## src/rtl/midi_pkg.sv

```systemverilog
// midi_pkg: MIDI parser states, status constants and message length helper
package midi_pkg;

    typedef enum logic [2:0] {IDLE, D1, D2, SKIP1, SKIP2, SKIP2B, SYSEX} state_t;

    localparam logic [3:0] NOTE_OFF    = 4'h8;
    localparam logic [3:0] NOTE_ON     = 4'h9;
    localparam logic [7:0] SYSEX_START = 8'hF0;
    localparam logic [7:0] RT_MIN      = 8'hF8;

    // Number of data bytes following a channel-voice status; 0 for anything else
    function automatic logic [1:0] data_len(input logic [7:0] status);
        return (status[7:4] == 4'hC || status[7:4] == 4'hD) ? 2'd1 :
               (status[7] && status < SYSEX_START)          ? 2'd2 : 2'd0;
    endfunction

endpackage

```

## src/rtl/midi_status_decode.sv

```systemverilog
// midi_status_decode: classifies a received byte as real-time, system-common or channel-voice status
module midi_status_decode
    import midi_pkg::*;
(
    input  logic [7:0] status,
    input  logic [3:0] channel,
    input  logic       omni,
    output logic       is_realtime,
    output logic       is_syscommon,
    output logic       is_voice,
    output logic       is_note,
    output logic       chan_ok,
    output logic [1:0] data_len
);

    assign is_realtime  = status >= RT_MIN;
    assign is_syscommon = status >= SYSEX_START && !is_realtime;
    assign is_voice     = status[7] && status < SYSEX_START;
    assign is_note      = is_voice && (status[7:4] == NOTE_OFF || status[7:4] == NOTE_ON);
    assign chan_ok      = omni || status[3:0] == channel;
    assign data_len     = midi_pkg::data_len(status);

endmodule

```

## src/rtl/midi_note_receiver.sv

```systemverilog
// midi_note_receiver: parses Note On/Off (with running status) from UART bytes into gate and event pulses
module midi_note_receiver
    import midi_pkg::*;
#(
    parameter logic [3:0] CHANNEL = 4'd0,
    parameter logic       OMNI    = 1'b0
) (
    input  logic       clk,
    input  logic       rst,
    input  logic [7:0] rx_byte,
    input  logic       rx_valid,
    input  logic       rx_error,
    output logic       note_on_pulse,
    output logic       note_off_pulse,
    output logic [6:0] ev_note,
    output logic [6:0] ev_velocity,
    output logic [3:0] ev_channel,
    output logic       gate,
    output logic [6:0] gate_note,
    output logic       drop_pulse
);

    state_t     state, state_d;
    logic [7:0] rs, rs_d;
    logic [6:0] note_q, note_d;
    logic       fire, drop_d, is_on;
    logic       is_realtime, is_syscommon, is_voice, is_note, chan_ok;
    logic [1:0] len;

    midi_status_decode u_decode (
        .status      (rx_byte),
        .channel     (CHANNEL),
        .omni        (OMNI),
        .is_realtime (is_realtime),
        .is_syscommon(is_syscommon),
        .is_voice    (is_voice),
        .is_note     (is_note),
        .chan_ok     (chan_ok),
        .data_len    (len)
    );

    assign is_on = rs[7:4] == NOTE_ON && rx_byte[6:0] != 7'd0;

    // Next-state: error aborts, real-time bytes pass through untouched, status bytes reclassify, data bytes advance
    always_comb begin
        state_d = state;
        rs_d    = rs;
        note_d  = note_q;
        fire    = 1'b0;
        drop_d  = 1'b0;
        if (rx_error) begin
            drop_d  = 1'b1;
            state_d = IDLE;
            rs_d    = 8'h00;
        end else if (rx_valid && !is_realtime) begin
            if (is_syscommon) begin
                rs_d    = 8'h00;
                state_d = rx_byte == SYSEX_START ? SYSEX : IDLE;
            end else if (is_voice) begin
                rs_d    = rx_byte;
                state_d = (is_note && chan_ok) ? D1 : (len == 2'd1) ? SKIP1 : SKIP2;
            end else begin
                case (state)
                    IDLE:    drop_d = 1'b1;
                    D1: begin
                        note_d  = rx_byte[6:0];
                        state_d = D2;
                    end
                    D2: begin
                        fire    = 1'b1;
                        state_d = D1;
                    end
                    SKIP2:   state_d = SKIP2B;
                    SKIP2B:  state_d = SKIP2;
                    default: state_d = state;
                endcase
            end
        end
    end

    // Parser state, running status and pending note number
    always_ff @(posedge clk or posedge rst) begin
        if (rst) begin
            state  <= IDLE;
            rs     <= 8'h00;
            note_q <= 7'd0;
        end else begin
            state  <= state_d;
            rs     <= rs_d;
            note_q <= note_d;
        end
    end

    // Event outputs and monophonic gate; a Note Off only releases the gate for the note that owns it
    always_ff @(posedge clk or posedge rst) begin
        if (rst) begin
            note_on_pulse  <= 1'b0;
            note_off_pulse <= 1'b0;
            drop_pulse     <= 1'b0;
            ev_note        <= 7'd0;
            ev_velocity    <= 7'd0;
            ev_channel     <= 4'd0;
            gate           <= 1'b0;
            gate_note      <= 7'd0;
        end else begin
            note_on_pulse  <= fire && is_on;
            note_off_pulse <= fire && !is_on;
            drop_pulse     <= drop_d;
            if (fire) begin
                ev_note     <= note_q;
                ev_velocity <= rx_byte[6:0];
                ev_channel  <= rs[3:0];
                if (is_on) begin
                    gate      <= 1'b1;
                    gate_note <= note_q;
                end else if (gate_note == note_q) begin
                    gate <= 1'b0;
                end
            end
        end
    end

endmodule

```

## config.mk

```make
export PLATFORM = sky130hd
export DESIGN_NAME = midi_note_receiver
export DESIGN_NICKNAME = d
export VERILOG_FILES = /design/src/rtl/midi_pkg.sv /design/src/rtl/midi_status_decode.sv /design/src/rtl/midi_note_receiver.sv
export SDC_FILE = /design/constraint.sdc
export NUM_CORES = 1
export LEC_CHECK = 0
export ABC_AREA = 0
export ABC_CLOCK_PERIOD_IN_PS = 2400
export CORE_MARGIN = 8
export CORE_UTILIZATION = 38
export DETAILED_ROUTE_END_ITERATION = 8
export PLACE_DENSITY = 0.67
export SLEW_MARGIN = 20
export SYNTH_ARGS = -nofsm -noshare
export SYNTH_HDL_FRONTEND = slang
export SYNTH_HIERARCHICAL = 1
export SYNTH_SLANG_ARGS = --single-unit
```

## constraint.sdc

```tcl
create_clock -name clk -period 2.4 [get_ports clk]
set_clock_uncertainty 0.05 [all_clocks]
set_input_delay 0.72 -clock clk [delete_from_list [all_inputs] [get_ports clk]]
set_output_delay 0.72 -clock clk [all_outputs]
set_load 0.02 [all_outputs]
```

After elaboration in Yosys (flattened, before gate mapping)

Cells that the tools add are included.

Flip-flop bits (word level): 47
Bits in latches: 0
RAM bits: 0
Bits in read-only memories: 0
Output and inout port bits: 29
Memories kept: 0

Add/sub/neg operators: 0
Multipliers: 0
Divide/modulo/power cells: 0
Magnitude comparators: 3
Equality and inequality tests: 12
Shifts and indexed selects: 0
Mux-type cells: 26
Bitwise operators: 3
Reduce and logical (&&, ||, !) cells: 24

Operators with widths:

| cell                 | count |
|---|---|
| $mux W8              | 4 |
| $mux W3              | 7 |
| $eq A4 B4 Y1 const B | 5 |
| $ge A8 B8 Y1 const B | 2 |
| $reduce_bool A7 Y1   | 2 |
| $mux W1              | 12 |
| $pmux W3 S4          | 1 |
| $eq A8 B8 Y1 const B | 1 |
| $logic_and A1 B1 Y1  | 8 |
| $lt A8 B8 Y1 const B | 1 |
| $reduce_and A2 Y1    | 4 |
| $eq A7 B7 Y1         | 1 |
| $eq A3 B3 Y1 const B | 2 |
| $reduce_and A5 Y1    | 1 |
| $logic_not A4 Y1     | 1 |
| $mux W2              | 2 |
| $reduce_bool A2 Y1   | 2 |
| $eq A3 B1 Y1 const B | 1 |
| $eq A3 B2 Y1 const B | 1 |
| $logic_not A3 Y1     | 1 |
| $not A1 Y1           | 3 |
| $reduce_bool A3 Y1   | 1 |
| $eq A2 B1 Y1 const B | 1 |
| $logic_not A1 Y1     | 2 |
| $logic_or A1 B1 Y1   | 2 |

Longest topological paths before layout

Gate-level depths: netlist of the first run.

Depth after elaboration: 11
Depth in mapped cells: 8

Modules after synthesis

Netlist of the first run, hierarchy kept.

By module, submodules not included:

| module             | instances | cells an instance | area each (um2) | seq. area each (um2) |
|---|---|---|---|---|
| midi_note_receiver | 1         | 166               | 2099.5          | 1176.1 |
| midi_status_decode | 1         | 12                | 106.4           | 0.0 |

Worst setup path after synthesis of the first run

OpenSTA, ideal clock, no wires.

Path type: input to register
Start point: in rx_byte[6]
End point: reg ev_velocity[0]
Arrival: 2.146 ns
Path slack: 0.079 ns
Cell stages on the path: 7
Path buffers: 2
Cells stage by stage: and3_4 > and3_1 > nor3b_1 > and4_1 > buf_2 > buf_2 > mux2_2

Word-level cells in the longest chain between the ends: 6

Ends and longest elaborated chain:

| element                | RTL line                                           | text |
|---|---|---|
| start: declaration     | midi_note_receiver.sv:10                           | `input logic [7:0] rx_byte,` |
| $ge A8 B8 Y1 *         | midi_status_decode.sv:16                           | `assign is_realtime = status >= RT_MIN;` |
| net is_realtime        | midi_note_receiver.sv:27                           | `logic is_realtime, is_syscommon, is_voice, is_note, chan_ok;` |
| $logic_not A1 Y1 *     | midi_status_decode.sv:17, midi_note_receiver.sv:55 |  |
| $logic_and A1 B1 Y1    | midi_status_decode.sv:17                           | `assign is_syscommon = status >= SYSEX_START && !is_realtime;` |
| $mux W1                | midi_note_receiver.sv:56                           | `if (is_syscommon) begin` |
| $mux W1 *              | midi_note_receiver.sv:55                           | `end else if (rx_valid && !is_realtime) begin` |
| $mux W1 *              | midi_note_receiver.sv:51                           | `if (rx_error) begin` |
| end signal: assignment | midi_note_receiver.sv:111                          | `ev_velocity <= rx_byte[6:0];` |
| end: declaration       | midi_note_receiver.sv:16                           | `output logic [6:0] ev_velocity,` |

The timed path passes the listed nets; every way through them passes the cells marked *.
A chain may end at the register's enable or synchronous reset.

Final worst setup path of the first run

Start point: in rx_byte[0]
End point: reg gate_note[3]

Word-level cells in the longest chain between the ends: 7

Ends and longest elaborated chain:

| element                                                 | RTL line                                                                     | text |
|---|---|---|
| $lt A8 B8 Y1 or $ge A8 B8 Y1 (tied branches)            | midi_status_decode.sv:18, midi_status_decode.sv:16                           |  |
| $logic_and A1 B1 Y1 or $logic_not A1 Y1 (tied branches) | midi_status_decode.sv:18, midi_status_decode.sv:17, midi_note_receiver.sv:55 |  |
| $mux W1 or $logic_and A1 B1 Y1 (tied branches)          | midi_note_receiver.sv:59, midi_status_decode.sv:17                           |  |
| $mux W1                                                 | midi_note_receiver.sv:56                                                     |  |
| $mux W1                                                 | midi_note_receiver.sv:55                                                     |  |
| $mux W1                                                 | midi_note_receiver.sv:51                                                     |  |
| $reduce_and A2 Y1 (no source line) *                    | -                                                                            |  |
| end signal: assignment                                  | midi_note_receiver.sv:115                                                    | `gate_note <= note_q;` |
| end: declaration                                        | midi_note_receiver.sv:19                                                     | `output logic [6:0] gate_note,` |

Mark *: on every way between the ends. The rest lies on a longest branch, timed or not.

==> results of run 1 <==
==> registers in the layout, summed over array words and instances, names as in the netlist <==
register,cells
rs,8
ev_note,7
ev_velocity,7
gate_note,7
note_q,7
ev_channel,4
state,3
drop_pulse,1
gate,1
note_off_pulse,1
note_on_pulse,1
==> cells by family (layout without fill, tap and decap cells) <==
kind of cell | Yosys count | count (layout)
AOI/OAI and AO/OA | 26 | 26
other | 1 | 5
buffers and inverters | 11 | 80
and+or+nand+nor | 48 | 48
DFF | 47 | 47
xor gates and xnor gates | 12 | 12
muxes | 33 | 33
==> layout by cell type, fill, tap and decap left out, types with 3 or more instances in the layout <==
| cell | Yosys | final |
|---|---|---|
| buf_4 | 0 | 24 |
| clkbuf_8 | 0 | 5 |
| clkdlybuf4s50_1 | 0 | 33 |
| conb_1 | 1 | 5 |
| dfrtp_1 | 47 | 47 |
| dlygate4sd2_1 | 0 | 5 |
| inv_1 | 4 | 3 |
| mux2_2 | 25 | 25 |
| mux2_4 | 7 | 7 |
| nand2_1 | 16 | 16 |
| nor2_1 | 5 | 4 |
| nor2b_1 | 4 | 3 |
| o211ai_1 | 4 | 4 |
| o21ai_0 | 10 | 10 |
| xnor2_1 | 5 | 5 |
| xor2_1 | 7 | 7 |
==> worst paths after layout <==
kind,end,slack (ns),cells after the start
min in group asynchronous,ev_note[0],0.67,2
max in group asynchronous,ev_velocity[4],1.14,3
worst max-delay path,gate_note[3],0.06,5
worst max register to register,state[1],0.63,4
worst min-delay path,rs[4],0.43,2
worst min register to register,rs[4],0.43,2
==> stage by stage <==
stage,std cells,instance area (um^2),hold WS (ns)
global route,323,3090,0.451
finish,323,3090,0.431
CTS,323,3070,0.436
detailed placement,313,2900,0.415
floorplan,182,2220,0.391
global placement,313,2900,0.409
==> worst register-to-register path, stage by stage (launching register included) <==
cell,delay [ns]
dfrtp_1,0.51
or3_1,0.43
a21oi_2,0.16
o21a_1,0.17
mux2_2,0.33
==> power groups by stage <==
stage	registers [W]	clock network, W	logic, W
6_report	0.00113	0.000576	0.000817
5_1_grt	0.00116	0.000635	0.000874
4_1_cts	0.00113	0.000593	0.000828
3_5_place_dp	0.00115	0	0.000815
3_3_place_gp	0.00114	0	0.000804
2_1_floorplan	0.00125	0	0.000309
==> what timing repair did <==
action,in CTS,in global routing
endpoints found under the setup margin,26,25
resized for setup,12,7
hold endpoints to repair,0,0
hold buffers,0,0
cloned,1,0
setup buffers,1,0
pin swaps,5,4
==> final cells by class <==
class | count | area [um^2]
Fill cell | 488 | 2490
Multi-Input combinational cell | 124 | 1030
Clock inverter | 3 | 43.8
Sequential cell | 47 | 1180
Clock buffer | 5 | 68.8
Tap cell | 72 | 90.1
Timing Repair Buffer | 68 | 658
Inverter | 4 | 15.0
==> metal layers <==
layer | vias up | GRT usage [%] | routed length [um] | part of all wire (%)
li1 | 776 | - | - | -
met1 | 787 | 14.3 | 2170 | 45
met2 | 41 | 18.7 | 2230 | 47
met3 | 8 | 3.91 | 286 | 6.0
met4 | 0 | 4.56 | 82 | 1.7
met5 | - | 0 | 0 | 0
==> qor.txt, run 1 <==
run status = complete, no violations
CP Launch Type = input pin
first-pass GRT wire length = 8050 um
top-area cell type share of the netlist area = 53.3%
IR drop worst, VDD = 0.413 mV
vias in the first global route = 1618
clock buffer depth = 2
clock power share = 22.8%
most frequent cell after synthesis = dfrtp_1
row count = 27
antenna violations before repair = 0
PwrDens = 819 nW/um^2
DIE AREA = 8500 um^2
Comb power frac = 32.3%
Diodes inserted = 0
Die Ht = 92.2 um
Layout area overhead = 39.9%
XOR/XNOR share of the synthesized area = 4.76%
DRC = 0
async set-reset flop share out of synthesis = 100%
CP top delay family = simple AND/OR/NAND/NOR gates
clk sinks = 47
HP Start = rs[4]
Yosys cell types = 44
Starting DRT DRC Count = 76
final period utilization = 97.6%
Synth area leaders = dfrtp_1, mux2_2, mux2_4
leading register cell type out of synthesis = dfrtp_1
clock latency on the worst-skew pair = 0.30 ns
Clk pin slew, worst setup/hold paths = 0.09 ns
final core occ = 55.4%
EDFF count, synth = 0
Core Footprint = 5570 um^2
post-DR wirelength/cell = 14.8 um
worst r2r src = state[1]
worst min path class = flip-flop to flip-flop
Design Power = 0.00253 W
Post-Syn Area = 2210 um^2
vias = 1612
Mean Syn Cell Area = 12.4 um^2
post-synthesis mux area share = 18.0%
HPWL after DPL = 3570 um
# setup viols final = 0
Sequential Power Share = 44.9%
slack of the critical path = 0.0580 ns
H-tree level count = 2
Final nets = 262
Post-Synth Simple-Gate Area = 13.2%
fmax = 427 MHz
Leak = 1.47 nW
Crit Path Category = input pin to flip-flop
clock root buffer = clkbuf_8
CP bufs+invs = 1
worst slack, placed = -0.407 ns
Crit path required time = 2.54 ns
Fin. Hold Viols = 0
critical-path cell list = dlygate4sd2_1 -> or4_4 -> o41a_4 -> nand2_8 -> mux2_4
Synth Area in Compound Gates = 8.51%
antenna-violating nets left = 0
IO Port Bufs = 40
Post-Synth Adder-Cell Area = 0%
CTS buffer count = 5
sw frac = 30.9%
beginning of the critical path = rx_byte[0]
CTS tree = yes
FF+latch count, synth = 47
RSZ-0062 raised after global routing = false
Post-Route Setup TNS = 0 ns
Synth area leader = dfrtp_1
maxcap violations = 0
largest net degree at the start of global routing = 31
routed vias/inst = 4.99
Die Width = 92.2 um
register area share after synthesis = 53.3%
Placer Congestion = 0.786
layout cells sized above 1 = 33.1%
NetSw = 0.000780 W
minimum clock period = 2.34 ns
routed wire length = 4770 um
Gate Count Post-Synth = 178
critical path endpoint category = flip-flop
fin. max-slew vios = 0
Slowest-stage cell, CP = or4_4
Synth Warn # = 6
largest family of logic cells by synthesized area = multiplexers
IO Pins = 41
worst path arrival time = 2.48 ns
total global-route track usage = 11.7%
Max stage delay on crit path = 0.55 ns
Power Internal = 0.00175 W
DRT Pass-1 Iters = 4
top cells by count, synth = dfrtp_1, mux2_2, nand2_1, o21ai_0
GRT overflow = 0
CP max FO = 8
Initial Util = 39.6%
Note: power is estimated with default switching activity, not from simulation.
==> inputs of run 2 (changes only) <==
Settings changed: ABC_CLOCK_PERIOD_IN_PS 2400 to not set.
==> results of run 2 <==
Same layout as run 1: the final DEF is identical, and so are final timing and power.
==> inputs of run 3 (changes only) <==
Settings changed: CAP_MARGIN set to 20.
==> results of run 3 <==
Same layout as run 1: the final DEF is identical, and so are final timing and power.
